File: config.mk
export PLATFORM = sky130hd
export DESIGN_NAME = vme_slave_responder
export DESIGN_NICKNAME = d
export VERILOG_FILES = /design/src/rtl/vme_slave_responder.sv
export SDC_FILE = /design/constraint.sdc
export NUM_CORES = 1
export LEC_CHECK = 0
export CAP_MARGIN = 10
export CELL_PAD_IN_SITES_DETAIL_PLACEMENT = 0
export CELL_PAD_IN_SITES_GLOBAL_PLACEMENT = 1
export CORE_ASPECT_RATIO = 1.75
export CORE_MARGIN = 3
export CORE_UTILIZATION = 33
export DETAILED_ROUTE_END_ITERATION = 10
export MAX_ROUTING_LAYER = met4
export PLACE_DENSITY = 0.69
export SYNTH_ARGS = -nofsm -noshare
export SYNTH_HDL_FRONTEND = slang
export SYNTH_SLANG_ARGS = --single-unit
File: constraint.sdc
create_clock -name clock -period 2.1 [get_ports clock]
set_input_delay 0.315 -clock clock [delete_from_list [all_inputs] [get_ports clock]]
set_output_delay 0.315 -clock clock [all_outputs]
set_load 0.01 [all_outputs]
File: src/rtl/vme_slave_responder.sv
// VME A24 responder for the local RAM window. It decodes the access, drives the local
// RAM strobes and data buffer controls, and answers with DTACK* or BERR*.
module vme_slave_responder #(
   parameter logic [7:0] BASE_ADDR = 8'hE0,
   parameter logic [5:0] AM_SUPER  = 6'h3D,
   parameter logic [5:0] AM_USER   = 6'h39,
   parameter logic [7:0] TIMEOUT   = 8'd64
) (
   input  logic       clock,
   input  logic       reset,
   input  logic       vme_as,
   input  logic [1:0] vme_ds,
   input  logic       vme_lword,
   input  logic       vme_write,
   input  logic       vme_iack,
   input  logic [5:0] vme_address_mod,
   input  logic [7:0] vme_address_high,
   input  logic       vme_address_a1,
   output logic       vme_dtack,
   output logic       vme_berr,
   output logic       local_request,
   output logic       local_write,
   output logic [3:0] local_ds,
   input  logic       local_ack,
   output logic       data_buf_oe,
   output logic       data_buf_dir,
   output logic       busy
);

   typedef enum logic [2:0] {
      ST_IDLE,
      ST_DECODE,
      ST_ACCESS,
      ST_DTACK,
      ST_BERR,
      ST_WAIT_REL
   } state_t;

   state_t     state;
   logic [7:0] counter;
   logic       as_meta, as_s;
   logic [1:0] ds_meta, ds_s;

   logic       select_hit;
   logic       bad_size;
   logic [3:0] lanes;

   // Qualifiers are read raw: by the time DECODE runs they have been stable for two clocks.
   assign select_hit = vme_iack && (vme_address_high == BASE_ADDR) &&
                       ((vme_address_mod == AM_SUPER) || (vme_address_mod == AM_USER));

   assign bad_size = vme_lword ? (ds_s == 2'b11)
                               : (vme_address_a1 || (ds_s != 2'b00));

   always_comb begin
      lanes = 4'b0000;
      if (vme_lword) begin
         lanes = vme_address_a1 ? {2'b11, ds_s} : {ds_s, 2'b11};
      end
   end

   // NOTE: one clocked block, non-blocking only; every output is a register that is
   // updated on the transition into the state that owns it.
   always_ff @(posedge clock) begin
      if (!reset) begin
         as_meta       <= 1'b1;
         as_s          <= 1'b1;
         ds_meta       <= 2'b11;
         ds_s          <= 2'b11;
         state         <= ST_IDLE;
         counter       <= 8'd0;
         vme_dtack     <= 1'b1;
         vme_berr      <= 1'b1;
         local_request <= 1'b1;
         local_write   <= 1'b1;
         local_ds      <= 4'b1111;
         data_buf_oe   <= 1'b1;
         data_buf_dir  <= 1'b0;
         busy          <= 1'b0;
      end else begin
         as_meta <= vme_as;
         as_s    <= as_meta;
         ds_meta <= vme_ds;
         ds_s    <= ds_meta;

         case (state)
            ST_IDLE: begin
               if (!as_s && (ds_s != 2'b11)) begin
                  state <= ST_DECODE;
                  busy  <= 1'b1;
               end
            end

            ST_DECODE: begin
               if (!select_hit) begin
                  state <= ST_WAIT_REL;
               end else if (bad_size) begin
                  state    <= ST_BERR;
                  vme_berr <= 1'b0;
               end else begin
                  state         <= ST_ACCESS;
                  counter       <= 8'd0;
                  local_request <= 1'b0;
                  local_ds      <= lanes;
                  local_write   <= vme_write;
                  data_buf_oe   <= 1'b0;
                  data_buf_dir  <= vme_write;
               end
            end

            ST_ACCESS: begin
               counter <= counter + 8'd1;
               // Ack is tested first so it wins over a timeout on the same clock.
               if (!local_ack) begin
                  state         <= ST_DTACK;
                  vme_dtack     <= 1'b0;
                  local_request <= 1'b1;
                  local_ds      <= 4'b1111;
                  local_write   <= 1'b1;
               end else if (counter == 8'(TIMEOUT - 8'd1)) begin
                  state         <= ST_BERR;
                  vme_berr      <= 1'b0;
                  local_request <= 1'b1;
                  local_ds      <= 4'b1111;
                  local_write   <= 1'b1;
                  data_buf_oe   <= 1'b1;
                  data_buf_dir  <= 1'b0;
               end else if (ds_s == 2'b11) begin
                  state         <= ST_WAIT_REL;
                  local_request <= 1'b1;
                  local_ds      <= 4'b1111;
                  local_write   <= 1'b1;
                  data_buf_oe   <= 1'b1;
                  data_buf_dir  <= 1'b0;
               end
            end

            ST_DTACK: begin
               if (ds_s == 2'b11) begin
                  state        <= ST_WAIT_REL;
                  vme_dtack    <= 1'b1;
                  data_buf_oe  <= 1'b1;
                  data_buf_dir <= 1'b0;
               end
            end

            ST_BERR: begin
               if (ds_s == 2'b11) begin
                  state    <= ST_WAIT_REL;
                  vme_berr <= 1'b1;
               end
            end

            ST_WAIT_REL: begin
               if (as_s) begin
                  state <= ST_IDLE;
                  busy  <= 1'b0;
               end
            end

            default: begin
               state <= ST_IDLE;
               busy  <= 1'b0;
            end
         endcase
      end
   end

endmodule
After elaboration in Yosys (flattened, before gate mapping)
Index checks and enable logic that the tools add are counted.
Word-level totals
  word-level logic and storage cells: 106
  output and inout bits: 11
  register bits: 28
Operators by class
  equality and inequality tests: 22
  bitwise logic cells: 1
  add/subtract/negate cells: 1
  mux-type cells: 47
  reductions and logical operators: 21
Operators with widths (number)
  $mux W4: 7
  $ne A2 B2 Y1 const B: 11
  $mux W1: 21
  $mux W3: 7
  $mux W8: 2
  $pmux W8 S2: 1
  $pmux W3 S5: 1
  $eq A6 B6 Y1 const B: 2
  $pmux W1 S3: 4
  $reduce_and A3 Y1: 3
  $add A8 B1 Y8 const B: 1
  $eq A8 B6 Y1 const B: 1
  $eq A8 B8 Y1 const B: 1
  $pmux W4 S2: 1
  $reduce_and A4 Y1: 2
  $eq A3 B2 Y1 const B: 2
  $eq A3 B3 Y1 const B: 2
  $pmux W1 S2: 3
  $reduce_and A6 Y1: 1
  $reduce_bool A2 Y1: 3
  $reduce_bool A3 Y1: 2
  $ne A4 B4 Y1 const B: 1
  $reduce_or A4 Y1: 1
  $eq A3 B1 Y1 const B: 1
  other kinds (8): 11

Logic depth before layout (Yosys ltp)
Gate-level depths: netlist of run 1.
  depth after elaboration: 6
  depth in mapped cells: 6

Worst setup path before layout of run 1
OpenSTA, ideal clock, no wires.
  path kind: reg-to-reg
  start: register counter[0]
  end: register data_buf_dir
  clock period less this slack: 1707 ps
  slack: 393 ps
  data required time: 1983 ps
  cell stages (with the launch flop): 6
  path buffers: 0
  arrival time: 1590 ps
  cells stage by stage: dfxtp_1 > ha_1 > nand3_1 > o311a_1 > or4_1 > a32o_1
Between the ends
  longest elaborated chain between the ends: 4
Ends and longest elaborated chain
  start, declared: line 40  | logic [7:0] counter;
  start signal, assigned: line 112  | counter <= counter + 8'd1;
  $eq A8 B6 Y1: line 120  | end else if (counter == 8'(TIMEOUT - 8'd1)) begin
  $mux W1: line 120
  $mux W1: line 114  | if (!local_ack) begin
  $pmux W1 S3: line 86  | case (state)
  end signal, assigned: line 107  | data_buf_dir <= vme_write;
  end, declared: line 26  | output logic data_buf_dir,
Every way passes these cells. The select of a mux whose other input is x is not followed.
A chain may end at the register's enable or synchronous reset.

Worst setup path after layout of run 1
Same ends and word-level chain as after synthesis.

==> flow_metrics.tcl, run 1 <==
set metrics [dict create \
    status "complete, no violations" \
    gr-usage-all-layers 0.163 \
    port_buffers 33 \
    drt-total-wl_um 4060 \
    dieWidth_um 56.8 \
    ys_seq_elements 28 \
    yosysTopAreaCell "dfxtp_1" \
    cts_setup_buffers 0 \
    path_clk_slew_ns 0.09 \
    busiest_layer "met2" \
    io_pins 35 \
    fin_util 0.468 \
    yosysSeqAreaShare 0.376 \
    cts_hold_buf 0 \
    arrival_ns 2.09 \
    met2_usage 0.292 \
    start_util 0.350 \
    finClkSkew_ns 0.00495 \
    place_ws_ns -0.0482 \
    grt_first_pass_wirelength_um 6780 \
    initialDrtViolationCount 35 \
    ys_types 51 \
    synth-edff-count 0 \
    p_per_area_mw_per_mm2 549 \
    row_count 31 \
    leakage_uw 0.000717 \
    antenna_found_initial 0 \
    min_path_type "reg -> reg" \
    synth.top_cell.area_share 0.376 \
    dp_hpwl_um 3210 \
    r2r_slack_ns 0.18 \
    synth-async-reset-ratio 0 \
    dr_total_vias 1454 \
    setup_ws_ns 0.182 \
    max_freq_mhz 521 \
    hold_viol 0 \
    wl_per_cell_um 15.1 \
    reg2reg_from "counter[0]$_SDFFE_PN0P_" \
    synth_area_leaders "dfxtp_1 38%, nor2_1 5.0%, nor3_1 4.0%" \
    cts_buffer_depth 2 \
    area_growth_pct 34.0 \
    use_met3 0.0274 \
    cap_violations 0 \
    r2r-end "data_buf_dir$_SDFFE_PN0P_" \
    grt_max_degree 18 \
    synthFlopType "dfxtp_1" \
    nets 246 \
    synth_area_mm2 0.00149 \
    first_pass_iters 4 \
    synthMostInstantiatedCell "dfxtp_1" \
    start_kind "flip-flop" \
    cts_tree "done" \
    htreeDepth 1 \
    finalCriticalPeriod_ns 1.92 \
    worstMarginPinSlew_ns 0.421 \
    cp-endpoint "data_buf_dir$_SDFFE_PN0P_" \
    max_slew_margin 0.715 \
    required_ns 2.27 \
    drv_slew 0 \
    setup_viol 0 \
    syn_avg_cell_area_um2 8.43 \
    cts_resized 0 \
    hp-start "ds_meta[1]$_SDFF_PN1_" \
    core-area_mm2 0.00427 \
    cts_root_buf "clkbuf_8" \
    syn_inst 177 \
    yosysWarnings 0 \
    grt_setup_unrepaired "false" \
    clock_latency_ns 0.27 \
    fp.dieArea_mm2 0.00539 \
    antenna_cells 0 \
    crit_start "counter[0]$_SDFFE_PN0P_" \
    ant_nets 0 \
    crit_path_max_fanout 4 \
    synthTopCellsByCount "28 x dfxtp_1, 20 x nor2_1, 12 x nor3_1, 10 x o21ai_0" \
    drc 0 \
    drive_above_1_share 0.114 \
    ir_drop_mv 0.394 \
    grt_overflow_total 0 \
    fillers 446 \
    r2r_cells 5 \
    syn_nets 202 \
    met1_usage 0.175 \
    gp_congestion 0.823 \
    path_class "reg -> reg" \
    fp.dieH_um 94.9 \
    cts_inserted_buffers 3 \
    endpoint_kind "flip-flop" \
    fin_crit_sh 0.913 \
    routed_via_density 5.43 \
    numClockSinks 28 \
    grt_pass1_vias 1421 \
]
## cell type report
type / instances / area (µm²) / area share
clock buffers: 3 / 41.3 / 0.0207
inverters: 5 / 18.8 / 0.00939
repair buffers: 49 / 450 / 0.225
flip-flops and latches: 28 / 561 / 0.281
well taps: 49 / 61.3 / 0.0307
multi-input cells: 134 / 866 / 0.433
## metal layers
| metal | vias up | share of wire |
|---|---|---|
| met3 | 11 | 0.046 |
| met1 | 655 | 0.41 |
| met4 | 0 | 0.030 |
| li1 | 746 | - |
| met2 | 42 | 0.51 |
| met5 | - | 0 |
## per-stage QoR
stage                     instance area (µm²)  instances  power, µW  hold slack [ns]  setup TNS, ns
final                                    2000        268       1100            0.418              0
after CTS                                2000        268       1110            0.422              0
after floorplan                          1490        177        701            0.386              0
after detailed placement                 1960        265        815            0.397        -0.0482
after global placement                   1960        265        812            0.388        -0.0206
after global routing                     2000        268       1150            0.431              0
## placed cells by master (no fill, tap or decap), types with 8 or more instances in the layout
cell	synthesis	routed
clkdlybuf4s50_1	0	33
dfxtp_1	28	28
nor2_1	20	20
buf_4	1	16
nor3_1	12	12
o21ai_0	10	10
nand2_1	8	8
a21oi_1	8	8
nand2b_1	8	8
## logic make-up (layout without fill, tap and decap cells)
group | Yosys count | count (layout) | share of synthesized area
AOI/OAI and AO/OA | 46 | 46 | 0.212
xor gates and xnor gates | 7 | 7 | 0.0411
adders and majority gates | 1 | 1 | 0.00839
buffers and inverters | 15 | 57 | 0.0436
DFF | 28 | 28 | 0.376
and+or+nand+nor | 80 | 80 | 0.319
## worst max-delay path, stage by stage, from the launching register on
cell,delay (ns)
dfxtp_1,0.40
ha_1,0.23
nand3_1,0.16
o311a_1,0.39
or4_1,0.42
a32o_1,0.22
## worst min path at each step
stage | cells past startpoint | end | slack (ns)
after detailed placement | 1 | ds_s[1]$_SDFF_PN1_ | 0.40
after global placement | 1 | ds_s[1]$_SDFF_PN1_ | 0.39
after global routing | 1 | ds_s[1]$_SDFF_PN1_ | 0.43
final | 1 | ds_s[1]$_SDFF_PN1_ | 0.42
after CTS | 1 | ds_s[1]$_SDFF_PN1_ | 0.42
after floorplan | 1 | as_s$_SDFF_PN1_ | 0.39
## where the power goes
group	internal, µW	switching (µW)
Combinational	127	99.8
Sequential	554	22.6
Clock	129	165
## sequential cells by signal, indices dropped and copies added, names as in the netlist
register	flops
counter	8
local_ds	4
state	3
ds_meta	2
ds_s	2
as_meta	1
as_s	1
busy	1
data_buf_dir	1
data_buf_oe	1
local_request	1
local_write	1
vme_berr	1
vme_dtack	1
No activity file was read; power rests on OpenSTA's default activity.
==> run 2: changes to the inputs <==
CTS_BUF_LIST = sky130_fd_sc_hd__clkbuf_4 sky130_fd_sc_hd__clkbuf_8   (was not set)
==> results of run 2 <==
Same layout as run 1: the final DEF is identical, and so are final timing and power.
